<file path="src/rtl/digit_glyph_renderer.sv">
// Multi-digit BCD glyph overlay for the VGA raster.
// Two-stage pixel pipeline with frame-synchronous value commit.
module digit_glyph_renderer #(
  parameter int         NUM_DIGITS = 3,
  parameter int         SCALE_LOG2 = 2,
  parameter int         ORIGIN_X   = 256,
  parameter int         ORIGIN_Y   = 200,
  parameter logic [5:0] BG_COLOR   = 6'b000000,
  parameter bit         BLANK_LZ   = 1'b1
) (
  input  logic                    clk,
  input  logic                    reset_n,
  input  logic                    frame_start,
  input  logic                    pix_valid,
  input  logic [9:0]              pix_x,
  input  logic [9:0]              pix_y,
  input  logic [4*NUM_DIGITS-1:0] value_in,
  input  logic                    value_valid,
  output logic                    value_ready,
  output logic [3:0]              rom_digit,
  output logic [4:0]              rom_row,
  output logic [4:0]              rom_col,
  input  logic [5:0]              rom_data,
  output logic [5:0]              rgb_out,
  output logic                    rgb_valid
);

  localparam int VW = 4 * NUM_DIGITS;
  localparam int DW = 11 - 3 - SCALE_LOG2;
  localparam logic signed [10:0] BOX_W =
    11'(NUM_DIGITS * (8 << SCALE_LOG2));
  localparam logic signed [10:0] BOX_H =
    11'(16 << SCALE_LOG2);
  localparam logic signed [10:0] OX = 11'(ORIGIN_X);
  localparam logic signed [10:0] OY = 11'(ORIGIN_Y);

  typedef enum logic {
    S_IDLE,
    S_PEND
  } hs_t;

  typedef struct packed {
    logic       v;
    logic       hit;
    logic [3:0] dig;
    logic [4:0] row;
    logic [4:0] col;
  } s1_t;

  hs_t st, st_nx;
  logic [VW-1:0] disp, disp_nx;
  logic [VW-1:0] pend, pend_nx;
  logic          xfer;

  assign value_ready = (st == S_IDLE);

  always_ff @(posedge clk or negedge reset_n) begin
    if (!reset_n) begin
      st   <= S_IDLE;
      disp <= '0;
      pend <= '0;
    end else begin
      st   <= st_nx;
      disp <= disp_nx;
      pend <= pend_nx;
    end
  end

  // display only ever changes on frame_start, so no tearing
  always_comb begin
    st_nx   = st;
    disp_nx = disp;
    pend_nx = pend;
    xfer    = value_valid & (st == S_IDLE);
    unique case (st)
      S_IDLE: begin
        if (xfer) begin
          if (frame_start) begin
            disp_nx = value_in;
          end else begin
            pend_nx = value_in;
            st_nx   = S_PEND;
          end
        end
      end
      S_PEND: begin
        if (frame_start) begin
          disp_nx = pend;
          st_nx   = S_IDLE;
        end
      end
    endcase
  end

  logic signed [10:0] dx, dy;
  logic               in_box;
  logic [DW-1:0]      dsel;

  assign dx = $signed({1'b0, pix_x}) - OX;
  assign dy = $signed({1'b0, pix_y}) - OY;
  assign dsel = dx[10 -: DW];

  assign in_box = pix_valid
                & ~dx[10] & (dx < BOX_W)
                & ~dy[10] & (dy < BOX_H);

  logic [3:0]            nib [NUM_DIGITS];
  logic [NUM_DIGITS-1:0] blk;
  logic                  lz;

  // lz tracks "this and every more-significant nibble is zero"
  always_comb begin
    lz = 1'b1;
    for (int i = 0; i < NUM_DIGITS; i++) begin
      nib[i] = disp[VW-1-4*i -: 4];
      lz     = lz & (nib[i] == 4'd0);
      blk[i] = (nib[i] > 4'd9)
             || (BLANK_LZ && (i < NUM_DIGITS - 1) && lz);
    end
  end

  logic [3:0] sel_nib;
  logic       sel_blk;

  always_comb begin
    sel_nib = '0;
    sel_blk = 1'b1;
    for (int i = 0; i < NUM_DIGITS; i++) begin
      if (dsel == DW'(i)) begin
        sel_nib = nib[i];
        sel_blk = blk[i];
      end
    end
  end

  s1_t s1, s1_nx;
  logic hit;

  assign hit = in_box & ~sel_blk;

  always_comb begin
    s1_nx     = '0;
    s1_nx.v   = pix_valid;
    s1_nx.hit = hit;
    if (hit) begin
      s1_nx.dig = sel_nib;
      s1_nx.row = dy[SCALE_LOG2 +: 5];
      s1_nx.col = {2'b00, dx[SCALE_LOG2 +: 3]};
    end
  end

  always_ff @(posedge clk or negedge reset_n) begin
    if (!reset_n) begin
      s1 <= '0;
    end else begin
      s1 <= s1_nx;
    end
  end

  assign rom_digit = s1.dig;
  assign rom_row   = s1.row;
  assign rom_col   = s1.col;

  always_ff @(posedge clk or negedge reset_n) begin
    if (!reset_n) begin
      rgb_out   <= '0;
      rgb_valid <= 1'b0;
    end else begin
      rgb_out   <= s1.hit ? rom_data : BG_COLOR;
      rgb_valid <= s1.v;
    end
  end

endmodule

</file>
<file path="config.mk">
export PLATFORM = sky130hd
export DESIGN_NAME = digit_glyph_renderer
export DESIGN_NICKNAME = d
export VERILOG_FILES = /design/src/rtl/digit_glyph_renderer.sv
export SDC_FILE = /design/constraint.sdc
export NUM_CORES = 1
export LEC_CHECK = 0
export CAP_MARGIN = 20
export CORE_MARGIN = 5
export CORE_UTILIZATION = 47
export CTS_CLUSTER_DIAMETER = 60
export CTS_CLUSTER_SIZE = 14
export DETAILED_ROUTE_END_ITERATION = 7
export HOLD_SLACK_MARGIN = 0.06
export PLACE_DENSITY = 0.89
export SYNTH_ARGS = -nofsm -noshare
export SYNTH_HDL_FRONTEND = slang
export SYNTH_SLANG_ARGS = --single-unit
</file>
<file path="constraint.sdc">
create_clock -name clk -period 2 [get_ports clk]
set_input_delay 0.4 -clock clk [delete_from_list [all_inputs] [get_ports clk]]
set_output_delay 0.4 -clock clk [all_outputs]
set_load 0.005 [all_outputs]
</file>
* Word-level counts from Yosys, hierarchy flattened
Index checks and enable logic that the tools add are counted.
Storage, ports and cells: register bits after elaboration 48, bits of input ports 43, output and inout bits 22, logic and storage cells 56
Cells by class: add/sub/neg operators 2, $lt $le $gt $ge 5, equal/unequal tests 5, multiplexer cells 15, bitwise operators 12, reductions and logical operators 7
Operators by type and width (count):
- two-way mux 12 bit | 3
- case mux 12 bit (2 select lines) | 1
- less-than comparator 11 x 8 -> 1 bit, second input constant | 2
- two-way mux 14 bit | 1
- greater-than comparator 4 bit, second input constant | 3
- two-way mux 4 bit | 3
- subtractor 10 x 8 -> 11 bit, second input constant | 1
- subtractor 10 x 9 -> 11 bit, second input constant | 1
- logical NOT 4 bit | 2
- AND 1 bit | 7
- equality test 6 x 1 -> 1 bit, second input constant | 1
- equality test 6 x 2 -> 1 bit, second input constant | 1
- logical NOT 6 bit | 1
- two-way mux 6 bit | 1
- AND reduction 3 bit | 2
- two-way mux 1 bit | 5
- inverter 1 bit | 5
- != test 2 bit, second input constant | 2
- logical OR 1 bit | 2
- != test 2 x 1 -> 1 bit, second input constant | 1
- case mux 1 bit (2 select lines) | 1

* Logic depth before layout (Yosys ltp)
Gate-level depths: netlist (run 1).
word-level depth 8, mapped depth 7, mapped depth without buffers 6

* Worst setup path before layout (run 1)
No wires, ideal clock.
kind input -> register, start input pix_x[8], end register s1, in the netlist rom_digit[2], library setup time 96 ps, arrival time 1697 ps, data required time 1904 ps, setup slack 207 ps, cell stages on the path 7, path buffers 1, cells stage by stage inv_1 ha_1 nand3b_1 nor3b_2 a32oi_4 buf_6 nor4_2
RTL lines:
- start, declared | line 15 | input logic [9:0] pix_x,
- end signal, assigned | line 156 | s1 <= s1_nx;
- end, declared | line 136 | s1_t s1, s1_nx;

==> metrics.txt, run 1 <==
status completed; vias in the first global route 1518; Max transition margin 63.2%; layer carrying the most global-route usage met2; fill count 343; area delta synth->final 38.5%; synth unique cells 38; TritonRoute pass-1 iters 4; largest net degree at the start of global routing 47; initial drt markers 57; Setup crit end kind flip-flop; critical path, cell by cell clkdlybuf4s50_1 -> inv_2 -> ha_4 -> o21ba_1 -> o2111a_1 -> o2111ai_2 -> buf_6 -> buf_4 -> nor3_2; Placed Cells 284; nets@finish 292; GRT met1 Usage 15.8%; final worst path period share 94.1%; Avg Cell Area, Syn 12.1 um^2; clock edge transition at the registers on the reported setup and hold paths 0.07 ns; R2R depth 5; overflow left after global routing 0; reg-to-reg endpoint rom_digit[3]$_DFF_PN0_; minimum clock period 1.88 ns; fmax 531 MHz; vias per inst 4.97; kind of critical path input pin to flip-flop; Worst-Skew Late Latency 0.29 ns; Num CTS Buffers 5; sequential area share after synthesis 52.6%; clk_skew 0.00475 ns; CTS tree yes; VDD IR max 0.395 mV; family with the most delay on the worst path buffers and inverters; r2r setup slk 0.15 ns; clk sinks 46; CORE AREA 4440 um^2; WP data required 2.22 ns; initial antenna violation count 0; Antenna Nets Post-Route 0; P_leak 0.00135 uW; Port Buffers 58; Max Slew Vio Count 0; critical register-to-register path startpoint disp[9]$_DFFE_PN0P_; Total GRT Usage 14.3%; layout cells sized above 1 27.1%; PD cells 659 nW/um^2; Wirelength per Cell 14.9 um; global routing usage on met2 26.5%; Slew @ Worst Pin 0.553 ns; GP Congestion 0.774; Root Buffer clkbuf_8; slowest stage delay, CP 0.52 ns; Min-Delay Path Class input pin to async pin; crit path max fanout 6; H-tree depth 2; chip height 78.2 um; setup violators final 0; die width 78.2 um; final instance area 3030 um^2; nature of the critical path startpoint input pin; CTS Hold Bufs 0; DRC viols 0; Final Hold Vio Count 0; CP Launch Point pix_y[3]; yosys warns 0; # IOs 65; Crit path buffers/inverters 4; number of antenna diodes 0; Post-DP HPWL 3200 um; M3 GR Usage 4.23%; clk buf depth 2; DR vias 1486; max cap viols 0; Seq cells post-synth 46; Die ar. 6120 um^2; mapped cell area 2190 um^2; Post-Synthesis Cells 181; first-pass GRT wire length 6960 um; Critical-path top delay cell clkdlybuf4s50_1; Arrival @ worst endpoint 2.10 ns; DP Area 2800 um^2; Cell Count, Final, Fillers Out 299; Routed Wire Length 4450 um; critical path depth 9; worst setup path endpoint rom_row[2]$_DFF_PN0_; Rows 24; Initial Util 49.2%
==> worst min-delay path by stage <==
stage	to	slack, ns	cells after the start	start
global placement	rgb_valid$_DFF_PN0_	0.33	0	s1[15]$_DFF_PN0_
detailed placement	rgb_valid$_DFF_PN0_	0.34	0	s1[15]$_DFF_PN0_
floorplan	disp[0]$_DFFE_PN0P_	0.10	0	reset_n
CTS	disp[0]$_DFFE_PN0P_	0.21	2	reset_n
global route	disp[1]$_DFFE_PN0P_	0.24	2	reset_n
finish	rom_row[3]$_DFF_PN0_	0.18	2	reset_n
==> cell usage after synthesis, drive strengths merged <==
cell     instances  area (um^2)
and2             6         37.5
a32oi            1         27.5
mux2            13          146
nand2           12         45.0
inv              6         22.5
o2111a           1         11.3
clkbuf           5         18.8
o21a             1         7.51
nor4             4         46.3
o21ai           17         85.1
mux2i           15          150
nand2b           1         13.8
nand3b           1         7.51
ha               2         25.0
a22oi            1         7.51
nor2b            1         6.26
a21o             1         8.76
conb             1         3.75
nor3             4         40.0
dfrtp           46         1150
a21oi            3         15.0
nor2             8         32.5
xnor2            1         8.76
o2111ai          1         8.76
buf             18          138
nor3b            7         77.6
or4              1         11.3
o21ba            2         20.0
a2111oi          1         15.0
==> registers in the layout (all words and copies together), names as in the netlist <==
signal     cells
disp          12
s1             2
rom_row        5
rgb_valid      1
rom_digit      4
st             1
rom_col        3
rgb_out        6
pend          12
==> placed cells by master (no fill, tap or decap), types with 4 or more instances in the layout <==
cell             count
mux2i_1             15
dfrtp_1             46
and2_1               6
clkdlybuf4s50_1     54
nand2_1             12
clkbuf_8             5
nor3b_2              4
nor2_1               5
buf_4               19
mux2_2              11
inv_1                4
o21ai_0             15
==> final cells by class <==
| class | count | area, um^2 | area share [%] |
|---|---|---|---|
| flip-flops and latches | 46 | 1150 | 38.0 |
| multi-input cells | 108 | 932 | 30.7 |
| repair buffers | 80 | 782 | 25.8 |
| clock buffers | 5 | 68.8 | 2.27 |
| well taps | 52 | 65.1 | 2.15 |
| inverters | 6 | 22.5 | 0.743 |
| clock inverters | 2 | 10.0 | 0.330 |
==> kinds of logic (layout without fill, tap and decap cells) <==
group	count (synthesis)	in the layout	synth area share [%]
mux	28	28	13.6
flops	46	46	52.6
compound gates	29	29	9.43
xor+xnor	1	1	0.400
simple gates	45	45	14.5
other cells	1	3	0.171
buf+inv	29	93	8.18
fa+ha+maj	2	2	1.14
==> report_power, final <==
group	internal, uW	switching (uW)
clock network	235	287
logic	220	164
registers	1020	69.7
==> metal layers <==
layer / wire (um) / part of all wire [%]
met1: 1760 / 40
met2: 2380 / 53
met3: 255 / 5.7
met4: 48 / 1.1
met5: 0 / 0
==> worst register-to-register path, stage by stage (launching register included) <==
cell and delay (ns):
dfrtp_1 0.42, or4_4 0.56, a21o_2 0.23, a32oi_4 0.28, clkbuf_16 0.22, nor3_2 0.04
==> timing repair <==
| item | CTS | global route |
|---|---|---|
| setup endpoints to repair | 10 | 11 |
| buffers inserted | 1 | 5 |
| gates cloned | 0 | 2 |
| gates resized for setup | 2 | 17 |
| pin swaps | 4 | 10 |
==> metrics by stage <==
step,worst slack (ns),hold slack (ns),setup TNS (ns),utilization (%),total power (uW)
after CTS,-0.0214,0.208,-0.0214,65.1,1990
after global placement,-0.260,0.333,-2.97,63.0,1450
after detailed placement,-0.373,0.336,-3.87,63.0,1470
final,0.118,0.181,0,68.2,2000
after floorplan,0.207,0.104,0,-,1300
after global routing,-0.000349,0.241,-0.000349,68.2,2110
(Power assumes the default switching activity.)
==> inputs of run 2 (changes only) <==
- CORE_UTILIZATION: 47 -> 49
- CTS_BUF_LIST: not set -> sky130_fd_sc_hd__clkbuf_8
- PLACE_DENSITY: 0.89 -> 0.92
- TNS_END_PERCENT: not set -> 20
==> run 2 against run 1 <==
Effect of this change:
- global-route usage rose by 0.11 points
- worst setup slack lost 0.020 ns
- utilization is 0.26 points higher
- critical endpoint is now rom_digit[1]$_DFF_PN0_
- flip-flop and latch count unchanged
- clock power rose by 9.8%
- combinational power fell by 3%
- largest cell class unchanged
==> metrics.txt, run 2 (same netlist as run 1, synthesis figures left out) <==
DR vias 1503 (+1.1%); Post-DP HPWL 3210 um (+0.44%); Antenna Nets Post-Route 0 (unchanged); kind of critical path input pin to flip-flop; Power Total 2040 uW (+1.9%); GP Congestion 0.776 (+0.19%); Worst-Skew Late Latency 0.30 ns (about the same); family with the most delay on the worst path buffers and inverters; VDD IR max 0.474 mV (+20%); fin util 68.5% (+0.26 points); # IOs 65 (unchanged); crit path max fanout 3 (-3); vias per inst 5.13 (+3.2%); layout cells sized above 1 24.5% (-2.6 points); final setup TNS 0 ns (unchanged); footprint of the multi-input gates 935 um^2 (+0.27%); fmax 526 MHz (-1.1%); Setup crit end kind flip-flop; Rows 24 (unchanged); WP data required 2.20 ns (-0.02 ns); Initial Util 50.3% (+1.0 points); clk_skew 0.00916 ns (+0.00441 ns); Critical-path top delay cell clkdlybuf4s50_1; critical register-to-register path startpoint disp[9]$_DFFE_PN0P_; CP Launch Point pix_y[4]; Root Buffer clkbuf_8; Crit path buffers/inverters 3 (-1); minimum clock period 1.90 ns (+0.0203 ns); CORE AREA 4350 um^2 (-2.0%); CTS tree yes; initial drt markers 35 (-39%); Arrival @ worst endpoint 2.11 ns (about the same); commonest non-fill, non-tap cell in the layout clkdlybuf4s50_1; biggest regs disp (12), pend (12), rgb_out (6); Die ar. 5900 um^2 (-3.6%); flip-flop and latch area 1150 um^2 (unchanged); die width 76.8 um (-1.8%); overflow left after global routing 0 (unchanged); PD cells 683 nW/um^2 (+3.7%); Final Hold Vio Count 0 (unchanged); setup violators final 0 (unchanged); largest net degree at the start of global routing 26 (-45%); Port Buffers 58 (unchanged); vias in the first global route 1508 (-0.66%); final worst path period share 95.1% (+1.0 points); clk buf depth 2 (unchanged); Cell Count, Final, Fillers Out 293 (-2.0%); commonest non-fill, non-tap cells in the layout clkdlybuf4s50_1, dfrtp_1, o21ai_0, mux2i_1, nand2_1; Total GRT Usage 14.4% (+0.11 points); Placed Cells 284 (unchanged); clk sinks 46 (unchanged); first-pass GRT wire length 6910 um (-0.70%); area delta synth->final 36.2%; max cap viols 0 (unchanged); TritonRoute pass-1 iters 4 (unchanged); Routed Wire Length 4270 um (-4.0%); critical path, cell by cell clkdlybuf4s50_1 -> inv_1 -> ha_2 -> o21ba_1 -> o2111a_1 -> o2111ai_2 -> buf_6 -> nor4_2; final worst slack 0.0981 ns (-0.0203 ns); P_leak 0.00130 uW (-3.8%); number of antenna diodes 0 (unchanged); status completed; Max Slew Vio Count 0 (unchanged); clock edge transition at the registers on the reported setup and hold paths 0.08 ns (about the same); fill count 324 (-5.5%); slowest stage delay, CP 0.49 ns (-0.03 ns); DRC viols 0 (unchanged); nature of the critical path startpoint input pin; Num CTS Buffers 5 (unchanged); pre-CTS setup slack -0.373 ns (+0.000210 ns); Wirelength per Cell 14.6 um (-2.1%); initial antenna violation count 0 (unchanged); nets@finish 285 (-2.4%); chip height 76.8 um (-1.8%); Min-Delay Path Class input pin to async pin; H-tree depth 2 (unchanged)
[run 2: cell count changes in the layout (fill, tap and decap cells not counted), moves of 2 or more]
| cell | delta |
|---|---|
| buf_4 | -9 |
| buf_6 | +3 |
| dlymetal6s2s_1 | -2 |
| inv_1 | +2 |
| nor2_2 | -2 |
[run 2: layer usage]
metal  up-vias  global-route usage (%)  wire, um
li1        723                       -         -
met1       731                    17.5      1760
met2        47                    24.4      2210
met3         2                    4.10       280
met4         0                    4.72        21
met5         -                       0         0
[run 2: final cells by class]
class,instances,share of cell area [%]
sequential,46,38.6
multi-input combinational,108,31.3
timing repair buffer,73,24.0
clock buffer,6,2.77
tap,52,2.18
inverter,6,0.755
clock inverter,2,0.294
[run 2: worst register-to-register path, cell delays in order (launching register included)]
cell,delay (ns)
dfrtp_1,0.41
or4_4,0.55
nand2b_4,0.16
a32oi_4,0.37
buf_6,0.19
nor3_2,0.05
[run 2: repair_timing]
item / in CTS / in global routing
setup endpoints to repair: 7 / 11
pin swaps: 4 / 8
gates resized for setup: 3 / 15
setup buffers: 0 / 1
hold buffers: 0 / 0
[run 2: worst paths after layout]
check	endpoint	slack [ns]	cells after the start
setup / recovery	rom_digit[1]$_DFF_PN0_	0.1	8
hold / removal	rgb_valid$_DFF_PN0_	0.06	1
setup reg to reg	rom_digit[3]$_DFF_PN0_	0.16	5
hold reg to reg	rgb_valid$_DFF_PN0_	0.36	0
max in group asynchronous	pend[5]$_DFFE_PN0P_	1.43	2
min in group clk	rgb_valid$_DFF_PN0_	0.36	0
[run 2: where the power goes]
part	internal, uW	switching, uW
logic	212	158
registers	1020	71.3
clock network	274	298
[run 2: stage by stage]
step | cell area, um^2 | hold WS (ns)
6_report | 2980 | 0.0579
5_1_grt | 2980 | 0.106
4_1_cts | 2900 | 0.0757
3_5_place_dp | 2800 | 0.337
3_3_place_gp | 2800 | 0.333
2_1_floorplan | 2200 | 0.104
